**src/rtl/switch_event_decoder.sv**
```systemverilog
// switch_event_decoder
//   Debounces ten synchronized, active-low switch levels and turns each
//   debounced press into a single Sudoku input event (digit 1-9 or erase),
//   held on a valid/ready handshake for the game-control logic.
//
// Ports
//   clk          system clock
//   rst          asynchronous reset, active high
//   sw_n[9:0]    synchronized switch levels, active low (8:0 digits 1-9, 9 erase)
//   sw_level     debounced switch levels, active high
//   evt_valid    an event is held
//   evt_code     1-9 for a digit, 0 for erase
//   evt_ready    consumer accepts the held event
//   evt_dropped  one-cycle pulse: a press was lost because the slot was full
//   collision    one-cycle pulse: more than one press edge in the same cycle
//
// State | meaning
// IDLE  | no event held
// HOLD  | an event is held, waiting for a transfer
module switch_event_decoder #(
  parameter int DEBOUNCE_CYCLES = 500000,
  parameter int CNT_W           = 19
) (
  input  logic       clk,
  input  logic       rst,
  input  logic [9:0] sw_n,
  output logic [9:0] sw_level,
  output logic       evt_valid,
  output logic [3:0] evt_code,
  input  logic       evt_ready,
  output logic       evt_dropped,
  output logic       collision
);

  localparam logic [CNT_W-1:0] TC = CNT_W'(DEBOUNCE_CYCLES - 1);

  typedef enum logic {IDLE = 1'b0, HOLD = 1'b1} state_t;

  state_t           state_q, state_d;
  logic [CNT_W-1:0] cnt [10];
  logic [9:0]       raw;
  logic [9:0]       press;
  logic [3:0]       sel_code;
  logic             any_press;
  logic             multi_press;
  logic [3:0]       code_d;
  logic             dropped_d;

  assign raw = ~sw_n;

  // Debounce: a level is accepted once it has differed from the debounced
  // level on DEBOUNCE_CYCLES consecutive edges; any agreeing sample restarts.
  always_ff @(posedge clk or posedge rst) begin
    if (rst) begin
      sw_level <= '0;
      for (int i = 0; i < 10; i++) cnt[i] <= '0;
    end else begin
      for (int i = 0; i < 10; i++) begin
        if (raw[i] == sw_level[i]) begin
          cnt[i] <= '0;
        end else if (cnt[i] == TC) begin
          sw_level[i] <= raw[i];
          cnt[i]      <= '0;
        end else begin
          cnt[i] <= cnt[i] + 1'b1;
        end
      end
    end
  end

  // Press edges are taken from the debounce terminal count rather than from
  // sw_level itself, so the event is captured on the same edge the level rises.
  always_comb begin
    press = '0;
    for (int i = 0; i < 10; i++) begin
      press[i] = raw[i] & ~sw_level[i] & (cnt[i] == TC);
    end
  end

  assign any_press   = |press;
  assign multi_press = |(press & (press - 10'd1));

  // Erase wins, then the lowest digit; the descending loop leaves the lowest.
  always_comb begin
    sel_code = 4'd0;
    if (!press[9]) begin
      for (int i = 8; i >= 0; i--) begin
        if (press[i]) sel_code = 4'(i + 1);
      end
    end
  end

  always_comb begin
    state_d   = state_q;
    code_d    = evt_code;
    dropped_d = 1'b0;
    unique case (state_q)
      IDLE: begin
        if (any_press) begin
          state_d = HOLD;
          code_d  = sel_code;
        end
      end
      HOLD: begin
        if (evt_ready) begin
          if (any_press) code_d = sel_code;
          else           state_d = IDLE;
        end else if (any_press) begin
          dropped_d = 1'b1;
        end
      end
      default: state_d = IDLE;
    endcase
  end

  always_ff @(posedge clk or posedge rst) begin
    if (rst) begin
      state_q     <= IDLE;
      evt_code    <= 4'd0;
      evt_dropped <= 1'b0;
      collision   <= 1'b0;
    end else begin
      state_q     <= state_d;
      evt_code    <= code_d;
      evt_dropped <= dropped_d;
      collision   <= multi_press;
    end
  end

  assign evt_valid = (state_q == HOLD);

endmodule

```
**config.mk**
```make
export PLATFORM = sky130hd
export DESIGN_NAME = switch_event_decoder
export DESIGN_NICKNAME = d
export VERILOG_FILES = /design/src/rtl/switch_event_decoder.sv
export SDC_FILE = /design/constraint.sdc
export NUM_CORES = 1
export LEC_CHECK = 0
export ABC_CLOCK_PERIOD_IN_PS = 7850
export CAP_MARGIN = 20
export CELL_PAD_IN_SITES_DETAIL_PLACEMENT = 1
export CELL_PAD_IN_SITES_GLOBAL_PLACEMENT = 2
export CORE_MARGIN = 2
export CORE_UTILIZATION = 41
export DETAILED_ROUTE_END_ITERATION = 8
export DONT_BUFFER_PORTS = 1
export GPL_ROUTABILITY_DRIVEN = 0
export PLACE_DENSITY_LB_ADDON = 0.1
export SETUP_SLACK_MARGIN = 0.2
export SYNTH_ARGS = -nofsm -noshare
export SYNTH_HDL_FRONTEND = slang
export SYNTH_SLANG_ARGS = --single-unit
```
**constraint.sdc**
```tcl
create_clock -name clk -period 7.85 [get_ports clk]
set_input_delay 0.785 -clock clk [delete_from_list [all_inputs] [get_ports clk]]
set_output_delay 0.785 -clock clk [all_outputs]
set_load 0.02 [all_outputs]
```
* Word level (Yosys, flattened, before mapping)
Cells that the tools add are included.
Word-level totals: bits in registers 207, input port bits 13
Cells by class: $add $sub $neg 11, equality and inequality tests 21, mux-type cells 38, bitwise logic cells 43, reduce and logical (&&, ||, !) cells 12
Operators by type and width (count):
- 2-to-1 mux 19 bit | 20
- adder 19 x 1 -> 19 bit, second input constant | 10
- == test 19 bit, second input constant | 10
- 2-to-1 mux 4 bit | 12
- inverter 1 bit | 21
- AND 1 bit | 20
- AND reduction 2 bit | 10
- OR reduction 10 bit | 2
- AND 10 bit | 1
- == test 1 bit | 10
- inverter 10 bit | 1
- subtractor 10 x 1 -> 10 bit, second input constant | 1
- case mux 4 bit (2 select lines) | 1
- 2-to-1 mux 1 bit | 4
- inequality test 2 bit, second input constant | 1
- case mux 1 bit (2 select lines) | 1

* Logic depth before layout (Yosys ltp)
Gate-level depths: netlist of run 1.
depth in word-level cells 16, depth in mapped cells 8, mapped depth without buffers 8

* Worst setup path before layout of run 1
OpenSTA, ideal clock, no wires.
path type input to register, start input sw_n[0], end register evt_code[1], setup time 0.125 ns, data arrival time 2.135 ns, data required time 7.725 ns, slack 5.590 ns, stages on the path 7, path buffers 0, cell sequence inv_1 > ha_1 > nand4_4 > or2b_1 > nor4_4 > nor2_4 > mux2_4
On the way: cells in the longest elaborated chain, start to end 8
Ends and longest elaborated chain:
- start: declaration | line 26 | input logic [9:0] sw_n,
- inverter 10 bit * | line 49 | assign raw = ~sw_n;
- AND 1 bit * (2 in a row) | line 76 | press[i] = raw[i] & ~sw_level[i] & (cnt[i] == TC);
- 2-to-1 mux 4 bit | line 88 | if (press[i]) sel_code = 4'(i + 1);
- 2-to-1 mux 4 bit | line 86 | if (!press[9]) begin
- 2-to-1 mux 4 bit * | line 99, 106
- 2-to-1 mux 4 bit | line 105 | if (evt_ready) begin
- case mux 4 bit (2 select lines) * | line 97 | unique case (state_q)
- end signal: assignment | line 124 | evt_code <= code_d;
- end: declaration | line 29 | output logic [3:0] evt_code,
Mark *: on every way between the ends. The rest lies on a longest branch, timed or not. The select of a mux whose other input is x is not followed. A chain may end at the register's enable or synchronous reset.

* Worst setup path after layout of run 1
start register cnt[0] (netlist name), end register evt_code[2]
On the way: cells in the longest elaborated chain, start to end 6
Ends and longest elaborated chain:
- start: declaration | line 40 | logic [CNT_W-1:0] cnt [10];
- start signal: indexed assignment | line 65 | cnt[i] <= cnt[i] + 1'b1;
- == test 19 bit * | line 76
- AND 1 bit * | line 76
- OR reduction 10 bit / 2-to-1 mux 4 bit (equally long branches) | line 80, 86
- 2-to-1 mux 4 bit * | line 99, 106
- 2-to-1 mux 4 bit | line 105
- case mux 4 bit (2 select lines) * | line 97
Marks and branches as above.

==> results of run 1 <==
-- state kept, by name, indices dropped and copies added, names as in the netlist --
| name | flops |
|---|---|
| cnt | 190 |
| evt_valid | 1 |
| collision | 1 |
| evt_dropped | 1 |
| evt_code | 4 |
| sw_level | 10 |
-- final cells by class --
type / count / area share
flip-flops and latches: 207 / 0.436
multi-input cells: 833 / 0.431
clock buffers: 41 / 0.0656
well taps: 330 / 0.0348
inverters: 52 / 0.0171
clock inverters: 7 / 0.0116
repair buffers: 6 / 0.00379
-- power breakdown --
part / switching (mW) / internal (mW) / leakage, nW / total [mW]
registers: 0.0256 / 1.09 / 2.85 / 1.12
clock network: 0.456 / 0.808 / 0.444 / 1.26
logic: 0.0743 / 0.0327 / 1.83 / 0.107
-- kinds of logic after synthesis --
kind of cell	after synthesis	share of synthesized area
xor+xnor	141	0.117
buf+inv	74	0.0270
simple gates	575	0.285
flops	207	0.490
fa+ha+maj	22	0.0257
compound gates	88	0.0479
mux	7	0.00757
-- per-stage QoR --
step                power [mW]  cell area [um^2]  setup slack (ns)
CTS                       2.53             11900              5.40
detailed placement        1.25             11000              5.40
floorplan                 1.21             10600              1.41
finish                    2.49             11900              5.43
global route              2.59             11900              5.23
global placement          1.25             11000              5.39
-- worst paths after layout --
check / startpoint / end / slack, ns / cells past startpoint
min in group clk: sw_n[7] / sw_level[7] / 0.35 / 1
hold reg to reg: cnt[0] / cnt[0] / 0.48 / 1
hold / removal: rst / cnt[4] / 0.30 / 1
setup reg to reg: cnt[0] / evt_code[2] / 5.43 / 8
setup / recovery: cnt[0] / evt_code[2] / 5.43 / 8
max in group asynchronous: rst / cnt[46] / 6.17 / 2
-- Yosys cell counts, types with 2 or more instances --
| library cell | number | area share |
|---|---|---|
| and4bb_2 | 2 | 0.0024 |
| buf_2 | 5 | 0.0024 |
| dfrtp_1 | 207 | 0.49 |
| or3_1 | 31 | 0.018 |
| ha_1 | 20 | 0.024 |
| and4_4 | 3 | 0.0032 |
| xor2_1 | 92 | 0.076 |
| and4b_1 | 2 | 0.0019 |
| nand2_1 | 82 | 0.029 |
| nor4_1 | 10 | 0.0059 |
| nand4_4 | 4 | 0.0080 |
| o21ai_0 | 31 | 0.015 |
| mux2i_1 | 5 | 0.0047 |
| nor3b_1 | 7 | 0.0050 |
| nor2b_1 | 7 | 0.0041 |
| xnor2_1 | 49 | 0.041 |
| nor4bb_1 | 4 | 0.0038 |
| or2_2 | 4 | 0.0024 |
| nand4_1 | 41 | 0.024 |
| nand3_1 | 66 | 0.031 |
| and4_1 | 8 | 0.0066 |
| a31oi_1 | 4 | 0.0024 |
| o21bai_1 | 6 | 0.0043 |
| nor3_1 | 25 | 0.012 |
| a21oi_1 | 35 | 0.017 |
| nor4b_1 | 5 | 0.0041 |
| and4_2 | 2 | 0.0019 |
| clkbuf_1 | 14 | 0.0050 |
| nand4b_1 | 5 | 0.0041 |
| buf_1 | 2 | 0.00071 |
| nand2b_1 | 2 | 0.0012 |
| and2_1 | 8 | 0.0047 |
| inv_1 | 52 | 0.018 |
| nor2_1 | 207 | 0.073 |
| and3_1 | 32 | 0.019 |
| mux2_4 | 2 | 0.0028 |
-- routing by layer --
layer | vias up | wire [um] | track usage
met1 | 3794 | 11300 | 0.251
li1 | 3835 | - | -
met5 | - | 0 | 0
met3 | 36 | 618 | 0.0264
met4 | 0 | 635 | 0.0490
met2 | 59 | 10600 | 0.295
-- critical path, cell delays in order (launching register included) --
cell and delay, ns:
dfrtp_1 0.38, ha_1 0.22, and4_1 0.28, nand2_1 0.12, nor4_1 0.52, or2b_1 0.28
nor4_4 0.09, nor2_4 0.12, mux2_4 0.30
==> impl_metrics.py, run 1 <==
metrics = {
    "run_status": {
        "status": "finished, final reports clean",
    },
    "routing": {
        "detail_route.drc_violations": 0,
        "routedWlPerCell_um": 15.7,
        "first_pass_iters": 4,
        "ant_nets": 0,
        "drtIter0Drc": 313,
        "avgViaCountPerCell": 5.23,
        "via_count": 7724,
        "drt_wl_total_um": 23200,
    },
    "finish": {
        "fin_util": 0.470,
        "most-common-layout-cells": "nor2_1 (207), dfrtp_1 (207), xor2_1 (92)",
        "layout.area.seq_mm2": 0.00518,
        "antenna-diode-count": 0,
        "fill_cells": 2881,
        "design.final.nets": 1159,
        "multi_input_comb_area_mm2": 0.00511,
        "layout.cells.non_filler": 1476,
        "drive_above_1_share": 0.0681,
        "synthToLayoutAreaGrowth_pct": 12.2,
    },
    "sta": {
        "grt_setup_unrepaired": "false",
        "tightestPinTransition_ns": 1.03,
        "clock-skew-final_ns": 0.0160,
        "final_period_minus_worst_setup_slack_ns": 2.42,
        "fin_tns_setup_ns": 0,
        "hold_ws_ns": 0.297,
        "min_period_over_period": 0.308,
        "timing.max_slew.rel_slack": 0.315,
        "hold_viol_final": 0,
        "setup_viol": 0,
        "slew_viol_final": 0,
        "maxClockFrequency_mhz": 413,
    },
    "floorplan": {
        "core_mm2": 0.0253,
        "number_of_placement_rows": 58,
        "die_width_um": 165,
        "die_area_mm2": 0.0271,
        "io_pins": 30,
        "chipHeight_um": 165,
        "initial_cell_density_of_the_core": 0.419,
    },
    "clock_tree": {
        "post_cts.repair.setup_buffers": 0,
        "clock_sink_count": 207,
        "clock_tree.buffer_depth": 3,
        "cts_max_level": 1,
        "clock_insertion_delay_at_the_later_pin_of_the_skew_report_ns": 0.52,
        "hold_buffers": 0,
        "cts.reportedPaths.clkPinSlew_ns": 0.05,
        "cts_inserted_buffers": 26,
        "tritoncts": "yes",
        "cts.root.buffer_cell": "clkbuf_16",
        "post_cts.resized_instances": 0,
    },
    "synthesis": {
        "ys_ff_latch": 207,
        "yosys.cell_types.count": 69,
        "synth_enable_flop_cells": 0,
        "asyncSetResetFlopFracSynth": 1.00,
        "ys_seq_area_frac": 0.490,
        "syn-instance-count": 1114,
        "synth.cell_area_mm2": 0.0106,
        "synth.avg_cell_area_um2": 9.49,
        "dominantRegCellSynth": "dfrtp_1",
        "synth.yosys.warnings": 0,
        "syn-num-nets": 1147,
    },
    "grt": {
        "grt.overflow.total": 0,
        "wire_length_of_the_first_global_routing_pass_um": 40300,
        "globalRouteTotalUtil": 0.180,
        "grt_antenna_before_repair": 0,
        "vias_in_the_first_global_route": 8149,
        "largest_net_degree_at_the_start_of_global_routing": 145,
    },
    "power": {
        "pwr_density_cell_mw_per_mm2": 210,
        "power.static_leakage_nw": 5.12,
        "worst_ir_drop_vdd_uv": 183,
    },
    "placed_design": {
        "port_buffers": 0,
        "place.detailed.instances": 1428,
        "place.detailed.hpwl_um": 16100,
    },
    "worst_hold_path": {
        "hold_path.class": "primary input to async pin",
    },
    "flow_run": {
        "max-cap-violations": 0,
    },
    "critical_path": {
        "endpoint_kind": "flop",
        "critPathArrivalTime_ns": 2.81,
        "startpoint_type": "flop",
        "critical_path.max_fanout": 5,
        "cp.required_ns": 8.24,
        "timing_worst_setup_path_type": "flop to flop",
    },
}
(Power assumes the default switching activity.)
==> inputs of run 2 (changes only) <==
- ABC_CLOCK_PERIOD_IN_PS: 7850 -> 2100
- CORE_UTILIZATION: 41 -> 37
- clock period: 7.85 -> 2.1 ns (I/O delays scaled with it)
==> run 2 against run 1 <==
  * The flow now finishes with violations (setup timing)
  * Critical path type unchanged
  * Non-clock buffer count increased by 186
  * Routed wire length increased by 18%
  * Cell area increased by 17%
  * Clock skew decreased by 0.0048 ns
  * Worst hold slack got worse by 0.28 ns
==> impl_metrics.py, run 2 (synthesized netlist as in run 1, its figures left out) <==
metrics = {
    "sta": {
        "timing.max_slew.rel_slack": 0.695,
        "tightestPinTransition_ns": 0.457,
        "finalWorstSetupSlack_ns": -0.0336,
        "slew_viol_final": 0,
        "hold_ws_ns": 0.0209,
        "setup_viol": 3,
        "hold_viol_final": 0,
        "maxClockFrequency_mhz": 469,
        "final_period_minus_worst_setup_slack_ns": 2.13,
        "grt_setup_unrepaired": "true",
        "clock-skew-final_ns": 0.0112,
        "min_period_over_period": 1.02,
        "fin_tns_setup_ns": -0.0794,
    },
    "finish": {
        "design.final.nets": 1348,
        "layout.cells.non_filler": 1710,
        "drive_above_1_share": 0.260,
        "synthToLayoutAreaGrowth_pct": 31.1,
        "final_design_area_no_fill_mm2": 0.0139,
        "layout_top_registers": "cnt: 190 flops, sw_level: 10 flops, evt_code: 4 flops",
        "most-common-layout-cells": "dfrtp_1 (203), nor2_1 (187), buf_4 (163)",
        "largest-register": "cnt",
        "fin_util": 0.496,
        "antenna-diode-count": 0,
        "final_common_cell": "dfrtp_1",
        "largest_register_ffs": 190,
    },
    "flow_run": {
        "max-cap-violations": 0,
    },
    "routing": {
        "drt_wl_total_um": 27300,
        "drtIter0Drc": 296,
        "routedWlPerCell_um": 16.0,
        "first_pass_iters": 4,
        "ant_nets": 0,
        "avgViaCountPerCell": 5.05,
        "detail_route.drc_violations": 0,
        "via_count": 8640,
    },
    "worst_hold_path": {
        "hold_path.class": "primary input to flop",
    },
    "grt": {
        "grt_antenna_before_repair": 0,
        "globalRouteTotalUtil": 0.183,
        "wire_length_of_the_first_global_routing_pass_um": 46000,
        "vias_in_the_first_global_route": 9205,
        "grt.overflow.total": 0,
        "largest_net_degree_at_the_start_of_global_routing": 78,
    },
    "floorplan": {
        "chipHeight_um": 173,
        "io_pins": 30,
        "initial_cell_density_of_the_core": 0.379,
        "number_of_placement_rows": 61,
        "die_width_um": 173,
        "die_area_mm2": 0.0299,
        "core_mm2": 0.0279,
    },
    "clock_tree": {
        "tritoncts": "yes",
        "cts_max_level": 1,
        "clock_insertion_delay_at_the_later_pin_of_the_skew_report_ns": 0.51,
        "cts.root.buffer_cell": "clkbuf_16",
        "clock_sink_count": 207,
        "clock_tree.buffer_depth": 3,
        "cts.reportedPaths.clkPinSlew_ns": 0.06,
        "cts_inserted_buffers": 25,
    },
    "critical_path": {
        "startpoint_type": "flop",
        "critical_path.max_fanout": 2,
        "cp.required_ns": 2.49,
        "timing_worst_setup_path_type": "flop to flop",
        "endpoint_kind": "flop",
        "critPathArrivalTime_ns": 2.52,
    },
    "power": {
        "worst_ir_drop_vdd_uv": 518,
        "pwr_density_cell_mw_per_mm2": 675,
        "power.static_leakage_nw": 6.14,
    },
    "run_status": {
        "violations_in_the_final_reports": "setup timing",
        "status": "complete, but fails checks",
    },
    "placed_design": {
        "postPlaceCellArea_mm2": 0.0121,
        "place.detailed.hpwl_um": 18300,
        "place.detailed.instances": 1606,
        "port_buffers": 0,
    },
}
## run 2: report_power, final
group | total [mW] | internal, mW | switching (mW) | leakage [nW]
sequential | 4.15 | 4.08 | 0.0668 | 2.84
clock | 4.53 | 2.85 | 1.68 | 0.420
combinational | 0.688 | 0.299 | 0.389 | 2.88
## run 2: worst paths after layout
| check | from | end | slack, ns | cells past startpoint |
|---|---|---|---|---|
| min reg2reg | cnt[57] | cnt[57] | 0.48 | 1 |
| min in group asynchronous | rst | cnt[173] | 0.15 | 2 |
| max | cnt[30] | evt_code[2] | -0.03 | 7 |
| max in group asynchronous | rst | cnt[98] | 1.19 | 3 |
| max reg2reg | cnt[30] | evt_code[2] | -0.03 | 7 |
| min | sw_n[7] | sw_level[7] | 0.02 | 3 |
## run 2: cell type report
cell class / count / area (um^2)
well taps: 378 / 473
inverters: 52 / 199
clock buffers: 36 / 717
clock inverters: 8 / 143
multi-input cells: 837 / 5600
fillers: 3196 / 14100
repair buffers: 192 / 1560
flip-flops and latches: 207 / 5180
## run 2: through the flow
step                      total power, mW  worst slack, ns
after CTS                            9.43          -0.0178
after global placement               4.78          -0.0710
after floorplan                      4.54           -0.796
final                                9.36          -0.0336
after global routing                 9.76           -0.120
after detailed placement             4.79           -0.112
## run 2: worst max-delay path, cell delays in order (launching register included)
cell     delay, ns
dfrtp_1       0.37
or4b_1        0.57
nor4_4        0.21
and3_4        0.25
or2_4         0.13
nor4_4        0.05
nor2_4        0.11
mux2_4        0.31
## run 2: routing by layer
metal  wire, um  track usage
met5          0            0
met1      12800        0.242
met3        608       0.0248
met2      13400        0.317
met4        568       0.0403
## run 2: what timing repair did
item | CTS | global route
setup buffers | 17 | 23
pin swaps | 23 | 48
gates cloned | 3 | 5
resized for setup | 33 | 93
endpoints found under the setup margin | 54 | 138
endpoints found under the hold margin | 224 | 0
hold buffers | 12 | 0
==> inputs of run 3 (changes only) <==
- ABC_CLOCK_PERIOD_IN_PS: 2100 -> 2000
- CORE_UTILIZATION: 37 -> 41
- clock period: 2.1 -> 2 ns (I/O delays scaled with it)
==> run 3 against run 2 <==
  * The flow still finishes with violations (setup timing)
  * Worst hold slack lost 0.014 ns
  * First-iteration DRC count grew 38%
  * Cell area grew 11%
  * Routed wire length grew 13%
  * Clock-buffer cell count grew 5
  * Clock power shrank 2%
  * Critical path type unchanged
  * Largest power group unchanged
==> impl_metrics.py, run 3 (synthesized netlist as in run 1, its figures left out) <==
metrics = {
    "finish": {
        "most-common-layout-cells": "buf_4 (230), dfrtp_1 (204), nor2_1 (136)",
        "antenna-diode-count": 0,
        "synthToLayoutAreaGrowth_pct": 45.0,
        "final_common_cell": "buf_4",
        "layout.cells.non_filler": 1750,
        "design.final.nets": 1435,
        "largest_register_ffs": 190,
        "layout_top_registers": "cnt: 190 flops, sw_level: 10 flops, evt_code: 4 flops",
        "final_design_area_no_fill_mm2": 0.0153,
        "largest-register": "cnt",
        "drive_above_1_share": 0.373,
    },
    "worst_hold_path": {
        "worstHoldEndpoint": "evt_code[0]",
        "hold_path.class": "primary input to flop",
        "min_from": "evt_ready",
        "whs_path_depth": 3,
    },
    "sta": {
        "maxClockFrequency_mhz": 465,
        "hold_viol_final": 0,
        "slew_viol_final": 0,
        "setup_viol": 6,
        "grt_setup_unrepaired": "true",
        "timing.max_slew.rel_slack": 0.648,
        "hold_ws_ns": 0.00665,
        "clock-skew-final_ns": 0.00935,
        "finalWorstSetupSlack_ns": -0.151,
        "final_period_minus_worst_setup_slack_ns": 2.15,
        "min_period_over_period": 1.08,
        "tightestPinTransition_ns": 0.527,
    },
    "clock_tree": {
        "tritoncts": "yes",
        "cts.root.buffer_cell": "clkbuf_16",
        "cts_max_level": 1,
        "cts.reportedPaths.clkPinSlew_ns": 0.06,
        "clock_insertion_delay_at_the_later_pin_of_the_skew_report_ns": 0.52,
        "cts_inserted_buffers": 25,
        "clock_sink_count": 207,
        "clock_tree.buffer_depth": 3,
    },
    "floorplan": {
        "die_width_um": 165,
        "core_mm2": 0.0253,
        "initial_cell_density_of_the_core": 0.419,
        "die_area_mm2": 0.0271,
        "chipHeight_um": 165,
        "number_of_placement_rows": 58,
        "io_pins": 30,
    },
    "grt": {
        "wire_length_of_the_first_global_routing_pass_um": 46500,
        "vias_in_the_first_global_route": 9457,
        "grt.overflow.total": 0,
        "largest_net_degree_at_the_start_of_global_routing": 62,
        "globalRouteTotalUtil": 0.211,
        "grt_antenna_before_repair": 0,
    },
    "routing": {
        "drt_wl_total_um": 30800,
        "ant_nets": 0,
        "first_pass_iters": 4,
        "detail_route.drc_violations": 0,
        "via_count": 9086,
        "routedWlPerCell_um": 17.6,
        "avgViaCountPerCell": 5.19,
        "drtIter0Drc": 408,
    },
    "run_status": {
        "violations_in_the_final_reports": "setup timing",
        "status": "complete, but fails checks",
    },
    "placed_design": {
        "postPlaceCellArea_mm2": 0.0126,
        "place.detailed.instances": 1627,
        "place.detailed.hpwl_um": 19200,
        "dp_slack_ns": -0.206,
        "port_buffers": 0,
    },
    "critical_path": {
        "worst_r2r_path_cells": 8,
        "reg2reg_slack_ns": -0.15,
        "endpoint_kind": "flop",
        "critical_path.max_fanout": 4,
        "startpoint_type": "flop",
        "reg2reg_from": "cnt[1]",
        "cp.required_ns": 2.41,
        "critPathArrivalTime_ns": 2.56,
        "timing_worst_setup_path_type": "flop to flop",
        "reg2reg_to": "collision",
    },
    "flow_run": {
        "max-cap-violations": 0,
    },
    "power": {
        "post-layout-total-power_mw": 9.81,
        "pwr_density_cell_mw_per_mm2": 640,
        "worst_ir_drop_vdd_uv": 678,
        "power.static_leakage_nw": 6.73,
    },
}
[run 3: cell count changes in the layout (fill, tap and decap cells not counted), sizes merged]
cell / previous run / this run
dlygate4sd3: 12 / 11
bufinv: 4 / 1
clkinvlp: 2 / 1
buf: 180 / 265
clkbuf: 36 / 44
[run 3: power by group]
group / internal (mW) / switching (mW)
logic: 0.472 / 0.561
clock network: 2.65 / 1.78
registers: 4.28 / 0.0647
[run 3: through the flow]
stage | setup TNS, ns | utilization
after floorplan | -183.54 | -
after global placement | -0.356 | 0.499
after detailed placement | -0.749 | 0.499
after CTS | -0.222 | 0.549
after global routing | -1.15 | 0.607
final | -0.379 | 0.607
[run 3: area by class of cell]
class                   instances  area (um^2)
fillers                      2737         9920
clock inverters                 4         45.0
multi-input cells             837         6360
inverters                      52          199
repair buffers                279         2390
well taps                     330          413
clock buffers                  41          746
flip-flops and latches        207         5180
[run 3: how the worst max path moves through the flow]
| stage | end | startpoint | slack [ns] | depth (start not counted) |
|---|---|---|---|---|
| after floorplan | cnt[0] | rst | -0.89 | 1 |
| after global placement | evt_code[0] | cnt[50] | -0.12 | 8 |
| after detailed placement | evt_code[1] | cnt[30] | -0.21 | 7 |
| after CTS | evt_code[1] | cnt[30] | -0.06 | 7 |
| after global routing | collision | cnt[1] | -0.20 | 8 |
| final | collision | cnt[1] | -0.15 | 8 |
[run 3: per-layer routing]
layer	track usage	wire length (um)	vias up
li1	-	-	4392
met1	0.283	13800	4570
met2	0.364	15600	79
met3	0.0299	682	45
met4	0.0451	680	0
met5	0	0	-
[run 3: worst max-delay path: stages (launching register included)]
cell	delay [ns]
dfrtp_1	0.40
ha_2	0.19
and4_4	0.20
nand2_4	0.07
nor4_2	0.05
buf_4	0.13
or2b_4	0.27
or3_1	0.38
a221o_1	0.35
[run 3: timing repair]
item,4_1_cts,5_1_grt
pin swaps,28,98
setup buffers,14,42
hold buffers,11,0
hold endpoints to repair,105,0
resized for setup,55,250
gates cloned,3,8
setup endpoints to repair,115,179
